**src/rtl/iobuf_bus_sequencer.sv**
```systemverilog
// Half-duplex tri-state bus direction controller: sequences write beats and
// read samples with a guaranteed hi-Z turnaround gap on every direction change.
module iobuf_bus_sequencer #(
  parameter int WIDTH       = 8,
  parameter int TURN_CYCLES = 1,
  parameter int RD_LATENCY  = 2
) (
  input  logic             CLK,
  input  logic             CLR,
  input  logic             CMD_VALID,
  input  logic             CMD_WR,
  input  logic [WIDTH-1:0] CMD_DATA,
  output logic             CMD_READY,
  output logic [WIDTH-1:0] PAD_I,
  output logic [WIDTH-1:0] PAD_T,
  input  logic [WIDTH-1:0] PAD_O,
  output logic [WIDTH-1:0] RD_DATA,
  output logic             RD_VALID
);

  typedef enum logic [1:0] {S_TURN, S_IDLE, S_DRIVE, S_RD_WAIT} state_t;

  // Counters count down to zero; loading N-1 gives a dwell of exactly N cycles.
  localparam logic [3:0] TURN_LD = 4'(TURN_CYCLES - 1);
  localparam logic [3:0] RD_LD   = 4'(RD_LATENCY - 1);

  state_t           state, state_nxt;
  logic [3:0]       cnt, cnt_nxt;
  logic             pend, pend_nxt;
  logic [WIDTH-1:0] pad_i_nxt;
  logic             sample;
  logic             accept;

  assign CMD_READY = (state == S_IDLE) || (state == S_DRIVE);
  assign accept    = CMD_VALID && CMD_READY;

  always_comb begin
    state_nxt = state;
    cnt_nxt   = (cnt == '0) ? cnt : cnt - 4'd1;
    pend_nxt  = pend;
    pad_i_nxt = PAD_I;
    sample    = 1'b0;
    case (state)
      S_TURN: begin
        if (cnt == '0) begin
          if (pend) begin
            state_nxt = S_RD_WAIT;
            cnt_nxt   = RD_LD;
            pend_nxt  = 1'b0;
          end else begin
            state_nxt = S_IDLE;
          end
        end
      end
      S_IDLE: begin
        // IDLE is only reached through TURN, so a read may start immediately.
        if (accept) begin
          if (CMD_WR) begin
            state_nxt = S_DRIVE;
            pad_i_nxt = CMD_DATA;
          end else begin
            state_nxt = S_RD_WAIT;
            cnt_nxt   = RD_LD;
          end
        end
      end
      S_DRIVE: begin
        if (accept && CMD_WR) begin
          pad_i_nxt = CMD_DATA;
        end else begin
          state_nxt = S_TURN;
          cnt_nxt   = TURN_LD;
          pend_nxt  = accept;
        end
      end
      S_RD_WAIT: begin
        // Far end drove last, so the bus must turn around before anything else.
        if (cnt == '0) begin
          sample    = 1'b1;
          state_nxt = S_TURN;
          cnt_nxt   = TURN_LD;
        end
      end
      default: begin
        state_nxt = S_TURN;
        cnt_nxt   = TURN_LD;
      end
    endcase
  end

  always_ff @(posedge CLK or posedge CLR) begin
    if (CLR) begin
      state    <= S_TURN;
      cnt      <= TURN_LD;
      pend     <= 1'b0;
      PAD_I    <= '0;
      PAD_T    <= '1;
      RD_DATA  <= '0;
      RD_VALID <= 1'b0;
    end else begin
      state    <= state_nxt;
      cnt      <= cnt_nxt;
      pend     <= pend_nxt;
      PAD_I    <= pad_i_nxt;
      PAD_T    <= {WIDTH{state_nxt != S_DRIVE}};
      RD_VALID <= sample;
      if (sample) RD_DATA <= PAD_O;
    end
  end

endmodule

```
**config.mk**
```make
export PLATFORM = sky130hd
export DESIGN_NAME = iobuf_bus_sequencer
export DESIGN_NICKNAME = d
export VERILOG_FILES = /design/src/rtl/iobuf_bus_sequencer.sv
export SDC_FILE = /design/constraint.sdc
export NUM_CORES = 1
export LEC_CHECK = 0
export BUFFER_PORTS_ARGS = -buffer_cell sky130_fd_sc_hd__buf_2
export CELL_PAD_IN_SITES_DETAIL_PLACEMENT = 2
export CELL_PAD_IN_SITES_GLOBAL_PLACEMENT = 2
export CORE_AREA = 2 2 68 70
export CTS_CLUSTER_SIZE = 25
export DETAILED_ROUTE_END_ITERATION = 16
export DIE_AREA = 0 0 70 72
export GPL_ROUTABILITY_DRIVEN = 0
export PLACE_DENSITY = 0.76
export SYNTH_ARGS = -nofsm -noshare
export SYNTH_HDL_FRONTEND = slang
export SYNTH_SLANG_ARGS = --single-unit
```
**constraint.sdc**
```tcl
create_clock -name CLK -period 2.1 [get_ports CLK]
set_input_delay 0 -clock CLK [delete_from_list [all_inputs] [get_ports CLK]]
set_output_delay 0 -clock CLK [all_outputs]
set_load 0.005 [all_outputs]
```
Yosys cells after proc, flatten, opt, wreduce, memory -nomap -nowiden
Index checks and enable logic that the tools add are counted.
{"block": "classes", "reduce_logical": 9, "add_sub_neg": 1, "muxes": 24, "eq_ne": 9}
{"op": "two-way mux 4 bit", "count": 7}
{"op": "two-way mux 8 bit", "count": 3}
{"op": "case mux 4 bit (4 select lines)", "count": 1}
{"op": "case mux 8 bit (2 select lines)", "count": 1}
{"op": "two-way mux 2 bit", "count": 5}
{"op": "inequality test 2 bit, second input constant", "count": 5}
{"op": "case mux 2 bit (4 select lines)", "count": 1}
{"op": "two-way mux 1 bit", "count": 5}
{"op": "== test 2 bit, second input constant", "count": 2}
{"op": "zero test 4 bit", "count": 1}
{"op": "AND reduction 4 bit", "count": 1}
{"op": "nonzero test 2 bit", "count": 2}
{"op": "subtractor 4 x 1 -> 4 bit, second input constant", "count": 1}
{"op": "AND reduction 3 bit", "count": 1}
{"op": "== test 2 x 1 -> 1 bit, second input constant", "count": 1}
{"op": "logical AND 1 bit", "count": 2}
{"op": "zero test 2 bit", "count": 1}
{"op": "inequality test 2 x 1 -> 1 bit, second input constant", "count": 1}
{"op": "case mux 1 bit (2 select lines)", "count": 1}
{"op": "logical OR 1 bit", "count": 1}
{"block": "totals", "in_bits": 20, "out_inout_bits": 26, "regBits": 25}

Logic depth before layout (Yosys ltp)
{"block": "depth", "word_depth": 7, "ltp_mapped": 9, "ltp_nobuf": 9}

Least setup slack after synthesis
Ideal clock, no wire load.
{"block": "synth_timing", "path_type": "reg-to-reg", "from": "reg state[0]", "to": "reg PAD_T[0] (netlist name)", "path_slack_ns": 0.400, "t_arrival_ns": 1.623, "stages_incl_launch_ff": 7, "n_path_buf": 0, "required_ns": 2.023, "path_cell_list": "dfrtp_1 > inv_1 > ha_1 > and4_1 > a211oi_1 > or3_1 > a21o_1"}
{"block": "synth_via", "elab_chain_cells": 7}
{"item": "start, declared", "line": "27", "rtl": "state_t state, state_nxt;"}
{"item": "start signal, assigned", "line": "101", "rtl": "state <= state_nxt;"}
{"item": "== test 2 x 1 -> 1 bit or == test 2 bit (tied branches)", "line": "34", "rtl": "assign CMD_READY = (state == S_IDLE) || (state == S_DRIVE);"}
{"item": "logical OR 1 bit *", "line": "34"}
{"item": "via CMD_READY", "line": "13", "rtl": "output logic CMD_READY,"}
{"item": "logical AND 1 bit *", "line": "35", "rtl": "assign accept = CMD_VALID && CMD_READY;"}
{"item": "logical AND 1 bit", "line": "68", "rtl": "if (accept && CMD_WR) begin"}
{"item": "two-way mux 2 bit", "line": "68"}
{"item": "case mux 2 bit (4 select lines) *", "line": "43", "rtl": "case (state)"}
{"item": "inequality test 2 bit *", "line": "105", "rtl": "PAD_T <= {WIDTH{state_nxt != S_DRIVE}};"}
Mark *: on every way through the listed nets, which the timed path passes. The rest lies on a longest branch.
A chain may end at the register's enable or synchronous reset.

Worst setup path in the final report
{"block": "layout_timing", "from": "reg state[1]", "to": "reg cnt[1]"}
{"block": "layout_via", "elab_chain_cells": 6}
{"item": "== test 2 x 1 -> 1 bit or == test 2 bit (tied branches)", "line": "34, 43"}
{"item": "logical OR 1 bit", "line": "34"}
{"item": "logical AND 1 bit", "line": "35"}
{"item": "logical AND 1 bit", "line": "68"}
{"item": "two-way mux 4 bit", "line": "68"}
{"item": "case mux 4 bit (4 select lines) *", "line": "43"}
{"item": "via cnt_nxt[1]", "line": "28", "rtl": "logic [3:0] cnt, cnt_nxt;"}
{"item": "end signal, assigned", "line": "102", "rtl": "cnt <= cnt_nxt;"}
{"item": "end, declared", "line": "28"}
Marks and branches as above.

==> flow_metrics.env <==
export IMPL_p_leak_nw=0.817
export IMPL_die_area_um2=5040
export IMPL_synth_area_um2=1270
export IMPL_antenna_found_initial=0
export IMPL_core_area_um2=4260
export IMPL_cts_root_buffer="clkbuf_8"
export IMPL_dpl_cell_area_um2=1500
export IMPL_grtUsageTotal_pct=16.8
export IMPL_max_stage_delay_ps=430
export IMPL_max_slew_margin_rel_pct=34.2
export IMPL_tns_ps=0
export IMPL_rows=24
export IMPL_synth_seq_cells=25
export IMPL_worstSetupPathType="reg -> reg"
export IMPL_grt_pass1_wl_um=6470
export IMPL_end_kind="flop"
export IMPL_layout_area_seq_um2=627
export IMPL_hp_class="in -> reg"
export IMPL_ys_async_sr_fraction_pct=100
export IMPL_port_buffers=45
export IMPL_cp_start_kind="flop"
export IMPL_setup_viol=0
export IMPL_arrival_ps=2140
export IMPL_die_y_um=72
export IMPL_io_pins=46
export IMPL_synth_area_top_cells="dfrtp_1, mux2_2, ha_1"
export IMPL_hold_slack_ps=180
export IMPL_top_usage_layer="met2"
export IMPL_grt_use_met2_pct=32.2
export IMPL_netlist_instances=104
export IMPL_fmax_ghz=0.504
export IMPL_ys_flop_type="dfrtp_1"
export IMPL_drt_initial_drc_count=27
export IMPL_met1_usage_pct=18.5
export IMPL_routedWlPerCell_um=19.0
export IMPL_path_max_fanout=8
export IMPL_rsz0062_at_grt="no"
export IMPL_cts_clk_slew_worst_paths_ps=90
export IMPL_final_area_um2=1720
export IMPL_hold_viol=0
export IMPL_clkLatencyLatePin_ps=270
export IMPL_grt_max_degree=26
export IMPL_crit_required_ps=2250
export IMPL_wirelength_um=4060
export IMPL_synth_area_per_cell_um2=12.2
export IMPL_drc=0
export IMPL_multi_input_area_um2=554
export IMPL_yosysTopAreaCell="dfrtp_1"
export IMPL_viasPerCell=4.73
export IMPL_tightest_slew_ps=986
export IMPL_grt_ovfl_total=0
export IMPL_dp_final_hpwl_um=2490
export IMPL_cts_tree="yes"
export IMPL_fillers=447
export IMPL_grt_pass1_vias=1237
export IMPL_ys_warn_count=0
export IMPL_p_per_area_nw_per_um2=1190
export IMPL_clkSinkCount=25
export IMPL_firstDrtPassIters=4
export IMPL_timing_final_crit_share_pct=94.4
export IMPL_mostFrequentLayoutCells="buf_2, dfrtp_1, mux2_2, dlygate4sd3_1, inv_1"
export IMPL_seq_area_frac_synth_pct=49.5
export IMPL_syn_num_nets=130
export IMPL_fin_ws_ps=117
export IMPL_diodes=0
export IMPL_synth_edf_count=0
export IMPL_outcome="completed"
export IMPL_initial_utilization_pct=29.7
export IMPL_vias=1013
export IMPL_cts_htree_levels=1
export IMPL_ant_nets=0
export IMPL_pre_cts_slack_ps=152
export IMPL_slowest_stage="ha_2"
export IMPL_area_delta_synth_final_pct=36.0
export IMPL_fin_nets=189
export IMPL_min_period_ps=1980
export IMPL_clk_path_buf_depth=2
export IMPL_slew_viol_final=0
export IMPL_drive_above_1_share_pct=46.9
export IMPL_worstPathCellList="inv_1 -> ha_2 -> and3_1 -> o22ai_1 -> mux2_2 -> o32ai_1"
export IMPL_ys_types=35
export IMPL_maxCapViolations=0
export IMPL_cts_buffers=3
export IMPL_synth_top_cell_area_share_pct=47.4
export IMPL_vdd_drop_max_v=0.000586
export IMPL_use_met3_pct=2.36
export IMPL_final_common_cell="buf_2"
export IMPL_die_w_um=70
export IMPL_finClkSkew_ps=7.63
-- layout make-up --
| type | count | area share (%) |
|---|---|---|
| sequential | 25 | 36.4 |
| timing repair buffer | 63 | 23.4 |
| clock buffer | 3 | 2.40 |
| clock inverter | 1 | 0.291 |
| multi-input combinational | 63 | 32.2 |
| tap | 52 | 3.78 |
| inverter | 7 | 1.53 |
-- final timing paths --
check	start	endpoint	slack, ps	cells after the start
setup / recovery	state[1]$_DFF_PP0_	cnt[1]$_DFF_PP0_	120	6
hold / removal	CMD_WR	pend$_DFFE_PP0P_	180	4
setup reg to reg	state[1]$_DFF_PP0_	cnt[1]$_DFF_PP0_	120	6
hold reg to reg	RD_DATA[4]$_DFFE_PP0P_	RD_DATA[4]$_DFFE_PP0P_	510	1
max in group asynchronous	CLR	PAD_I[2]$_DFFE_PP0P_	940	3
min in group asynchronous	CLR	pend$_DFFE_PP0P_	560	3
-- through the flow --
step                std cells  utilization [%]  power, W
floorplan                 104                -   0.00137
global placement          192             35.1   0.00162
detailed placement        192             35.1   0.00169
CTS                       213             40.1   0.00201
global route              214             40.4   0.00220
finish                    214             40.4   0.00206
-- cells by family (layout without fill, tap and decap cells) --
logic type      count (synthesis)  in the layout  synth area share (%)
fa+ha+maj                       6              6                  5.93
mux                            20             20                  17.9
xor+xnor                        2              2                  1.38
buf+inv                        16             74                  6.92
flops                          25             25                  49.5
simple gates                   20             20                  9.68
compound gates                 15             15                  8.70
-- registers in the layout, indices dropped and copies added, names as in the netlist --
signal    cells
PAD_T         1
PAD_I         8
cnt           4
state         2
pend          1
RD_DATA       8
RD_VALID      1
-- repair_timing --
| action | 4_1_cts | 5_1_grt |
|---|---|---|
| endpoints found under the setup margin | 0 | 2 |
| hold buffers | 17 | 0 |
| endpoints found under the hold margin | 40 | 0 |
| setup buffers | 0 | 1 |
| resized for setup | 0 | 1 |
-- critical path: cells and delay by family (launching register included) --
kind	cells	cell delay [ps]
AOI/OAI and AO/OA	2	430
adders and majority gates	1	430
buffers and inverters	1	100
DFF	1	410
muxes	1	290
and+or+nand+nor	1	210
-- layer usage --
| layer | up-vias | share of wire, % |
|---|---|---|
| li1 | 471 | - |
| met1 | 503 | 39 |
| met2 | 33 | 55 |
| met3 | 6 | 3.9 |
| met4 | 0 | 1.5 |
| met5 | - | 0 |
-- Yosys cell counts (2+ instances only) --
library cell	number
dfrtp_1	24
mux2_2	17
buf_4	7
ha_1	6
inv_1	6
nand2_1	5
a21oi_1	4
nor2_1	4
mux2i_1	2
o21ai_0	2
o22ai_1	2
xnor2_1	2
-- power breakdown --
part / internal, W / total (W) / switching, W
Sequential: 0.000658 / 0.000782 / 0.000124
Clock: 0.000133 / 0.000289 / 0.000156
Combinational: 0.000497 / 0.000984 / 0.000487
Total: 0.00129 / 0.00206 / 0.000767
Power figures use the tool's default switching activity.
